--- src/rtl/display_pkg.sv ---
// Shared defaults, colour names and width helpers for the display path.
package display_pkg;

  localparam int DEFAULT_COORD_W = 10;
  localparam int DEFAULT_SIZE_W  = 8;
  localparam int DEFAULT_COLOR_W = 3;

  // 3-bit RGB colour names (bit 2 = red, bit 1 = green, bit 0 = blue).
  localparam int COLOR_BLACK   = 0;
  localparam int COLOR_BLUE    = 1;
  localparam int COLOR_GREEN   = 2;
  localparam int COLOR_CYAN    = 3;
  localparam int COLOR_RED     = 4;
  localparam int COLOR_MAGENTA = 5;
  localparam int COLOR_YELLOW  = 6;
  localparam int COLOR_WHITE   = 7;

  // Ceiling log2, evaluated at elaboration time.
  function automatic int clog2(input int value);
    int result;
    int remaining;
    result    = 0;
    remaining = value - 1;
    while (remaining > 0) begin
      result    = result + 1;
      remaining = remaining >> 1;
    end
    return result;
  endfunction

  // Object index width; never narrower than one bit.
  function automatic int idx_width(input int num_obj);
    return (clog2(num_obj) < 1) ? 1 : clog2(num_obj);
  endfunction

endpackage

--- src/rtl/display_rect_hit.sv ---
// Combinational bounds test of one pixel against one rectangle.
module display_rect_hit
  import display_pkg::*;
#(
  parameter int COORD_W = DEFAULT_COORD_W,
  parameter int SIZE_W  = DEFAULT_SIZE_W
) (
  input  logic [COORD_W-1:0] obj_x,
  input  logic [COORD_W-1:0] obj_y,
  input  logic [SIZE_W-1:0]  obj_w,
  input  logic [SIZE_W-1:0]  obj_h,
  input  logic               obj_vis,
  input  logic [COORD_W-1:0] xpix,
  input  logic [COORD_W-1:0] ypix,
  output logic               hit
);

  localparam int SUM_W = COORD_W + 1;

  // One extra bit keeps the far edge from wrapping for objects that run
  // off the right or bottom of the coordinate space.
  logic [SUM_W-1:0] x_end;
  logic [SUM_W-1:0] y_end;

  assign x_end = {1'b0, obj_x} + SUM_W'(obj_w);
  assign y_end = {1'b0, obj_y} + SUM_W'(obj_h);

  // A zero width or height makes the half-open interval empty, so no
  // separate size check is needed.
  assign hit = obj_vis
             && (xpix >= obj_x) && ({1'b0, xpix} < x_end)
             && (ypix >= obj_y) && ({1'b0, ypix} < y_end);

endmodule

--- src/rtl/display_rect_compositor.sv ---
// Double-buffered rectangle compositor: per-pixel priority colour/id in a
// 2-stage pipeline plus a per-frame object overlap mask.
module display_rect_compositor
  import display_pkg::*;
#(
  parameter int               NUM_OBJ  = 4,
  parameter int               COORD_W  = DEFAULT_COORD_W,
  parameter int               SIZE_W   = DEFAULT_SIZE_W,
  parameter int               COLOR_W  = DEFAULT_COLOR_W,
  parameter logic [COLOR_W-1:0] BG_COLOR = COLOR_W'(COLOR_BLACK),
  localparam int              IDX_W    = idx_width(NUM_OBJ)
) (
  input  logic               clk,
  input  logic               reset,
  input  logic               frame_start,
  input  logic               wr_en,
  input  logic [IDX_W-1:0]   wr_idx,
  input  logic [COORD_W-1:0] wr_x,
  input  logic [COORD_W-1:0] wr_y,
  input  logic [SIZE_W-1:0]  wr_w,
  input  logic [SIZE_W-1:0]  wr_h,
  input  logic [COLOR_W-1:0] wr_color,
  input  logic               wr_vis,
  input  logic               pix_valid,
  input  logic [COORD_W-1:0] xpix,
  input  logic [COORD_W-1:0] ypix,
  output logic               out_valid,
  output logic               out_hit,
  output logic [IDX_W-1:0]   out_id,
  output logic [COLOR_W-1:0] out_color,
  output logic [NUM_OBJ-1:0] collide
);

  typedef struct packed {
    logic               vis;
    logic [COLOR_W-1:0] color;
    logic [SIZE_W-1:0]  h;
    logic [SIZE_W-1:0]  w;
    logic [COORD_W-1:0] y;
    logic [COORD_W-1:0] x;
  } obj_t;

  obj_t shadow_q [NUM_OBJ];
  obj_t shadow_d [NUM_OBJ];
  obj_t active_q [NUM_OBJ];

  logic wr_ok;
  assign wr_ok = wr_en && (int'(wr_idx) < NUM_OBJ);

  // Shadow set after this cycle's write; also the commit source so a write
  // coinciding with frame_start goes straight through to the active set.
  always_comb begin
    // NOTE: default the whole array first so every path assigns it and no
    // latch is inferred.
    shadow_d = shadow_q;
    if (wr_ok) begin
      shadow_d[wr_idx] = '{vis: wr_vis, color: wr_color, h: wr_h, w: wr_w,
                           y: wr_y, x: wr_x};
    end
  end

  // Shadow and active object registers.
  always_ff @(posedge clk) begin
    if (reset) begin
      // NOTE: these object registers are a handful of flops rather than a
      // RAM, so they are cleared to give a defined, empty scene.
      for (int i = 0; i < NUM_OBJ; i++) begin
        shadow_q[i] <= '0;
        active_q[i] <= '0;
      end
    end else begin
      // NOTE: non-blocking assignments so every register samples the values
      // from before this edge, independent of statement order.
      shadow_q <= shadow_d;
      if (frame_start) begin
        active_q <= shadow_d;
      end
    end
  end

  logic [NUM_OBJ-1:0] hit_vec;

  for (genvar i = 0; i < NUM_OBJ; i++) begin : g_hit
    display_rect_hit #(
      .COORD_W (COORD_W),
      .SIZE_W  (SIZE_W)
    ) u_hit (
      .obj_x   (active_q[i].x),
      .obj_y   (active_q[i].y),
      .obj_w   (active_q[i].w),
      .obj_h   (active_q[i].h),
      .obj_vis (active_q[i].vis),
      .xpix    (xpix),
      .ypix    (ypix),
      .hit     (hit_vec[i])
    );
  end

  logic               s1_valid;
  logic [NUM_OBJ-1:0] s1_hit;
  logic [COLOR_W-1:0] s1_color [NUM_OBJ];

  // Stage 1: capture the hit vector (masked by pix_valid) together with the
  // colours it was tested against, so a commit cannot skew them apart.
  always_ff @(posedge clk) begin
    if (reset) begin
      s1_valid <= 1'b0;
      s1_hit   <= '0;
      for (int i = 0; i < NUM_OBJ; i++) begin
        s1_color[i] <= '0;
      end
    end else begin
      s1_valid <= pix_valid;
      s1_hit   <= pix_valid ? hit_vec : '0;
      for (int i = 0; i < NUM_OBJ; i++) begin
        s1_color[i] <= active_q[i].color;
      end
    end
  end

  logic               win_hit;
  logic [IDX_W-1:0]   win_id;
  logic [COLOR_W-1:0] win_color;

  // Priority encode: scanning downwards lets the lowest set index win.
  always_comb begin
    win_hit   = 1'b0;
    win_id    = '0;
    win_color = BG_COLOR;
    for (int i = NUM_OBJ - 1; i >= 0; i--) begin
      if (s1_hit[i]) begin
        win_hit   = 1'b1;
        win_id    = IDX_W'(i);
        win_color = s1_color[i];
      end
    end
  end

  logic               multi_hit;
  logic [NUM_OBJ-1:0] acc_q;
  logic [NUM_OBJ-1:0] acc_d;

  // Clearing the lowest set bit leaves something only if two or more were set.
  assign multi_hit = (s1_hit & (s1_hit - NUM_OBJ'(1))) != '0;
  assign acc_d     = acc_q | ((s1_valid && multi_hit) ? s1_hit : '0);

  // Stage 2 outputs and per-frame collision accumulation.
  always_ff @(posedge clk) begin
    if (reset) begin
      out_valid <= 1'b0;
      out_hit   <= 1'b0;
      out_id    <= '0;
      out_color <= BG_COLOR;
      acc_q     <= '0;
      collide   <= '0;
    end else begin
      out_valid <= s1_valid;
      out_hit   <= win_hit;
      out_id    <= win_id;
      out_color <= win_color;
      if (frame_start) begin
        collide <= acc_d;
        acc_q   <= '0;
      end else begin
        acc_q   <= acc_d;
      end
    end
  end

endmodule

--- config.mk ---
export PLATFORM = sky130hd
export DESIGN_NAME = display_rect_compositor
export DESIGN_NICKNAME = d
export VERILOG_FILES = /design/src/rtl/display_pkg.sv /design/src/rtl/display_rect_hit.sv /design/src/rtl/display_rect_compositor.sv
export SDC_FILE = /design/constraint.sdc
export NUM_CORES = 1
export LEC_CHECK = 0
export BUFFER_PORTS_ARGS = -buffer_cell sky130_fd_sc_hd__buf_2
export CAP_MARGIN = 20
export CORE_MARGIN = 2
export CORE_UTILIZATION = 30
export DETAILED_ROUTE_END_ITERATION = 8
export HOLD_SLACK_MARGIN = 0.12
export PLACE_DENSITY = 0.52
export SETUP_SLACK_MARGIN = 0.15
export SYNTH_ARGS = -nofsm -noshare
export SYNTH_HDL_FRONTEND = slang
export SYNTH_SLANG_ARGS = --single-unit
--- constraint.sdc ---
create_clock -name clk -period 4.3 [get_ports clk]
set_input_delay 0.86 -clock clk [delete_from_list [all_inputs] [get_ports clk]]
set_output_delay 0.86 -clock clk [all_outputs]
set_load 0.02 [all_outputs]
# [Yosys cells after proc, flatten, opt, wreduce, memory -nomap -nowiden]
# Memories as Yosys holds them, arrays and structs flattened.
# Cells that the tools add are included.
[totals] reg_bits=340 mem_bits_rw=12 input_bits=67 output_inout_bits=11 wordCells=139 n_memories=1
[mem_list] name="s1_color" depth=4 width=3 rd=4 rd_clocked_by_memory_dff=0 write_ports=4 line="display_rect_compositor.sv:101" text="logic [COLOR_W-1:0] s1_color [NUM_OBJ];"
[op_classes] add_sub_neg=9 magnitude_cmp=18 mux=23 bitwise_logic=8 reduce_logical=23
[ops] cell="$bwmux W160" count=1
[ops] cell="$mux W160" count=1
[ops] cell="$add A10 B8 Y11" count=8
[ops] cell="$lt A10 B11 Y1" count=8
[ops] cell="$demux W40 S2" count=1
[ops] cell="$ge A10 B10 Y1" count=8
[ops] cell="$mux W40" count=1
[ops] cell="$mux W3" count=8
[ops] cell="$logic_and A1 B1 Y1" count=18
[ops] cell="$mux W1" count=8
[ops] cell="$reduce_or A2 Y1" count=3
[ops] cell="$and A4 B4 Y4" count=1
[ops] cell="$mux W2" count=2
[ops] cell="$mux W4" count=1
[ops] cell="$or A1 B1 Y1" count=4
[ops] cell="$or A4 B4 Y4" count=1
[ops] cell="$reduce_bool A4 Y1" count=1
[ops] cell="$sub A4 B1 Y4 const B" count=1
[ops] cell="$ge A3 B3 Y1 const B" count=1
[ops] cell="$lt A3 B1 Y1 const B" count=1
[ops] cell="$not A2 Y3" count=1
[ops] cell="$reduce_or A3 Y1" count=1
[ops] cell="$not A1 Y1" count=1

# [Logic depth before layout (Yosys ltp)]
[depth] depth_word=7 depth_mapped=14 ltp_nobuf=14

# [By module]
# From an unflattened synthesis, not the netlist that was laid out.
[hier_totals] hier_cells=1939 hier_area_um2=18132.4
[modules_own_cells] mod="display_rect_compositor" instances=1 cells_each=1148 area_each_um2=11802.6 seq_area_each_um2=7046.8
[modules_own_cells] mod="display_rect_hit at g_hit[0].u_hit ..." instances=3 cells_each=197 area_each_um2=1581.5 seq_area_each_um2=0.0
[modules_own_cells] mod="display_rect_hit at g_hit[3].u_hit" instances=1 cells_each=200 area_each_um2=1585.3 seq_area_each_um2=0.0

# [Least setup slack after synthesis]
# No wires, ideal clock.
[synth_timing] path_kind="register to register" start="register active_q[0] (netlist bit)" end="register s1_hit[3]" setup_time_ns=0.112 arrival_time_ns=3.045 required_ns=4.188 slack_ns=1.143 stages_incl_launch_ff=13 path_buffers=0 synth_period_minus_slack_ns=3.157 path_cell_list="dfxtp_1 -> ha_1 -> fa_1 -> a21oi_1 -> o211ai_2 -> or4_1 -> o21ai_2 -> xnor2_1 -> ha_1 -> a2111oi_1 -> a21oi_1 -> o32a_1 -> a2111oi_1"
[synth_between] elab_chain_len=5 elab_cells_between_ends=7 classes_between="1 x add/sub; 2 x order compare; 4 x reduce/logical"
[synth_rtl] element="from (decl)" line="display_rect_compositor.sv:45" text="obj_t active_q [NUM_OBJ];"
[synth_rtl] element="from (signal assigned)" line="display_rect_compositor.sv:76" text="active_q <= shadow_d;"
[synth_rtl] element="$add A10 B8 Y11 or $ge A10 B10 Y1 (tied branches)" line="display_rect_hit.sv:25, display_rect_hit.sv:31"
[synth_rtl] element="$lt A10 B11 Y1 or $logic_and A1 B1 Y1 (tied branches)" line="display_rect_hit.sv:31" text="&& (xpix >= obj_x) && ({1'b0, xpix} < x_end)"
[synth_rtl] element="$logic_and A1 B1 Y1 *" line="display_rect_hit.sv:31"
[synth_rtl] element="$logic_and A1 B1 Y1 * (2 in series)" line="display_rect_hit.sv:32" text="&& (ypix >= obj_y) && ({1'b0, ypix} < y_end);"
[synth_rtl] element="to (signal assigned)" line="display_rect_compositor.sv:114" text="s1_hit <= pix_valid ? hit_vec : '0;"
[synth_rtl] element="to (decl)" line="display_rect_compositor.sv:100" text="logic [NUM_OBJ-1:0] s1_hit;"
# Mark *: on every way between the ends. The rest lies on a longest branch, timed or not.
# A chain may end at the register's enable or synchronous reset.

# [Final worst setup path]
# Ends and elaborated chain as after synthesis.

==> results.md <==
Critical path:
- The worst setup path is launched from a flop.
- The data required time at the worst endpoint is 4.75 ns.
- The element type at the critical path end is a flop.
- Data on the critical path arrives at its endpoint at 3.95 ns.
- In this run the worst path has a maximum fanout of 3.
- The worst setup path is of the flop to flop kind.

Timing:
- For the final routed database, the setup TNS stands at 0 ns.
- The maximum clock skew at final layout is 0.03831 ns.
- The number of hold violations in the final report came to 0.
- The worst relative slew slack is 0.3037.
- The highest achievable clock rate is 0.2858 GHz.
- The transition time at the pin with the least slew margin is 1.044 ns.
- Setup repair after global routing left no endpoint under its margin.
- The worst path in the final design needs a cycle of 3.500 ns, including I/O delays and setup.
- The ratio of final minimum period to clock period is 0.8138.
- Setup violations remaining at the end of the flow were counted as 0.
- The count of final max-slew check failures was 0.

GRT:
- The aggregate global-route resource usage is 0.1755.
- The number of global-route vias before repair is 14,440.
- The first global-routing pass estimated 81,620 um of wire.
- Global routing finished with a remaining overflow of 0.
- The number of antenna violations at the first check in global routing is 10.
- The pin count of the biggest net entering global routing is 132.

Detailed routing:
- In this run the remaining antenna-violating nets after routing total 0.
- After detailed routing, the average wire length per cell comes to 18.72 um.
- The routed metal-1 wire length is 22,750 um.
- Before antenna repair, the detailed router went through 5 iterations.
- The vias per cell is 5.065.
- The routed design has 52,420 um of wire.
- The number of design-rule violations left by the first detailed-router iteration is 724.
- In the routed design, unresolved DRC markers number 0.
- The highest signal layer in the routed design is met4.
- Summed over all nets, wire length on met2 after detailed routing comes to 26,060 um.
- The routed length on met3 is 1966 um.
- The routed layout has 14,180 vias.

Cells and area:
- The fraction of the core area covered by cells at the end of the flow is 0.3461.
- The synthesis-to-finish area growth is 14.41%.
- The fraction of final layout cells sized beyond drive strength 1 is 0.08383.
- The post-layout net count is 2,288.
- The most common cell after layout, fill and taps aside is nand2_1.
- In the layout the commonest cells are nand2_1 (356), dfxtp_1 (352), a21oi_1 (222).

Synth:
- The instance count of the mapped netlist is 1,961.
- The post-synthesis compound-gate area fraction is 0.2162.
- The number of register bits inferred by synthesis is 352.
- The share of flip-flops with an asynchronous set or reset is 0.
- A synthesized cell averages 8.883 um^2.
- The portion of synthesized area spent on multiplexers is 0.
- The share of the Yosys chip area taken by registers is 0.4045.
- The total standard cell area after synthesis is 0.01742 mm^2.
- Of the total synthesized cell area, the portion taken by AND, OR, NAND and NOR gates is 0.1421.
- Of the total synthesized cell area, the portion taken by XOR and XNOR cells is 0.03117.
- Yosys mapped a number of flops with a built-in enable equal to 0.
- The main combinational cell family by area after synthesis is compound AO/OA/AOI/OAI gates.
- During synthesis, Yosys emitted a total of 0 warnings.
- Of the total synthesized cell area, the portion taken by full adders, half adders and majority gates is 0.1643.
- The number of library cell types mapped by synthesis is 50.
- The number of nets produced by synthesis is 2,252.
- For this run, the leading register cell type out of synthesis is dfxtp_1.

Power and ir drop:
- The power share of the clock group is 0.424.
- The internal power of the cells totals 5.931 mW.
- IR analysis of the VDD net gives a maximum drop of 0.2837 mV.
- For this design the total switching power over the nets is 2.236 mW.
- In this run the static leakage power is 8.338 nW.
- The power density relative to cell area is 409.8 mW/mm^2.
- Of the total power, registers draw 0.432.
- The switching share of power is 0.2738.
- Of the total power, combinational logic draws 0.144.
- Power comes to 8.167 mW.

Floorplan:
- The row count is 88.
- The die is 245.0 um wide.
- The initial core utilization is 0.3025.
- The number of I/O pins is 78.
- The area inside the core boundary is 0.05759 mm^2.
- The height of the die is 245.0 um.
- The area of the die is 0.06001 mm^2.

Placement:
- The number of port buffers is 77.
- The routability congestion estimate from global placement is 0.8642.
- After legalization and detailed placement, the total HPWL measured 36,770 um.

Outcome:
- The run finished with clean final reports.

CTS:
- Once the clock tree was built, the setup fixing pass inserted 0 buffers.
- The largest buffer count on any clock path is 3.
- The number of gates resized after CTS was 0.
- The clock-pin slew on the worst setup and hold paths is 0.06 ns.
- The insertion delay of the later-clocked pin in the worst-skew pair is 0.57 ns.
- CTS saw 352 sinks.
- The tree is rooted in a clkbuf_16.
- After clock tree synthesis, the flow added hold-fix buffers numbering 0.
- In this run, CTS created clock tree buffers numbering 41.
- The H-tree was split into 2 levels.
- TritonCTS built the clock tree.

Job:
- The count of max-cap constraint violations is 0.

Min path:
- The path class of the lowest-slack min-delay path is flop to flop.
sequential cells by signal, summed over array words and instances (netlist names):
name       cells
shadow_q     160
out_valid      1
out_color      3
out_hit        1
active_q     160
out_id         2
acc_q          4
collide        4
s1_color      12
s1_valid       1
s1_hit         4
cell type report:
class | count | area, um^2
repair buffers | 90 | 545.5
diodes | 7 | 17.52
clock inverters | 17 | 172.7
well taps | 765 | 957.2
inverters | 91 | 341.6
flip-flops and latches | 352 | 7047
fillers | 5978 | 37660
clock buffers | 57 | 1166
multi-input cells | 1421 | 9682
layer usage:
layer | vias up | GRT usage
li1 | 7009 | -
met4 | 0 | 0.05954
met1 | 6821 | 0.2141
met2 | 254 | 0.3118
met3 | 97 | 0.02832
met5 | - | 0
stage by stage:
step / hold WS [ns] / instance area [um^2] / setup WS (ns) / std cells
global route: 0.4709 / 19920 / 0.5471 / 2796
CTS: 0.4500 / 19890 / 0.7909 / 2792
detailed placement: 0.4504 / 18550 / 0.8281 / 2718
global placement: 0.4432 / 18550 / 0.8524 / 2718
floorplan: 0.4242 / 17420 / 1.143 / 1961
finish: 0.4376 / 19930 / 0.8005 / 2800
worst max-delay path, stage by stage, from the launching register on:
cell and delay [ns]:
dfxtp_1 0.33, ha_1 0.23, fa_1 0.42, a21oi_1 0.24, o211ai_2 0.13, or4_1 0.43, o21ai_2 0.10, xnor2_1 0.15
ha_1 0.26, a2111oi_1 0.40, a21oi_1 0.13, o32a_1 0.22, a2111oi_1 0.35
cell families after synthesis:
group | after synthesis
adder cells (fa/ha/maj) | 224
buffers and inverters | 188
AO/OA/AOI/OAI | 557
AND/OR/NAND/NOR | 578
XOR/XNOR | 62
flip-flops | 352
power by group through the flow:
stage	logic, mW	clock network [mW]	registers, mW
after floorplan	0.817	0	3.56
final	1.18	3.46	3.53
after global routing	1.34	3.70	3.54
after detailed placement	1.18	0	3.60
after global placement	1.14	0	3.60
after CTS	1.18	3.57	3.53
path summary, 6_finish.rpt:
kind             endpoint  slack, ns            from  depth (start not counted)
max             s1_hit[3]       0.80     active_q[0]                         12
min          out_color[0]       0.44  s1_color[0][0]                          2
max reg2reg     s1_hit[3]       0.80     active_q[0]                         12
min reg2reg  out_color[0]       0.44  s1_color[0][0]                          2
synthesized netlist by cell type (all sizes together), types with 5 or more instances:
library cell / number / area share
o21bai: 17 / 0.0073
xnor2: 38 / 0.019
nand2b: 16 / 0.0057
nor4: 11 / 0.0040
nand3: 25 / 0.0075
a2111oi: 6 / 0.0032
a211oi: 19 / 0.0082
nor2: 79 / 0.017
nor2b: 37 / 0.013
o21a: 18 / 0.0078
inv: 91 / 0.020
dfxtp: 352 / 0.40
fa: 8 / 0.0092
buf: 19 / 0.0052
a21oi: 222 / 0.064
nand4: 7 / 0.0025
nor3: 32 / 0.0092
o211ai: 24 / 0.011
o31ai: 5 / 0.0022
o21ai: 41 / 0.012
a31oi: 13 / 0.0047
xor2: 24 / 0.012
clkbuf: 78 / 0.017
ha: 216 / 0.16
o22a: 160 / 0.080
a21o: 7 / 0.0030
nand2: 356 / 0.077
Power figures use the tool's default switching activity.
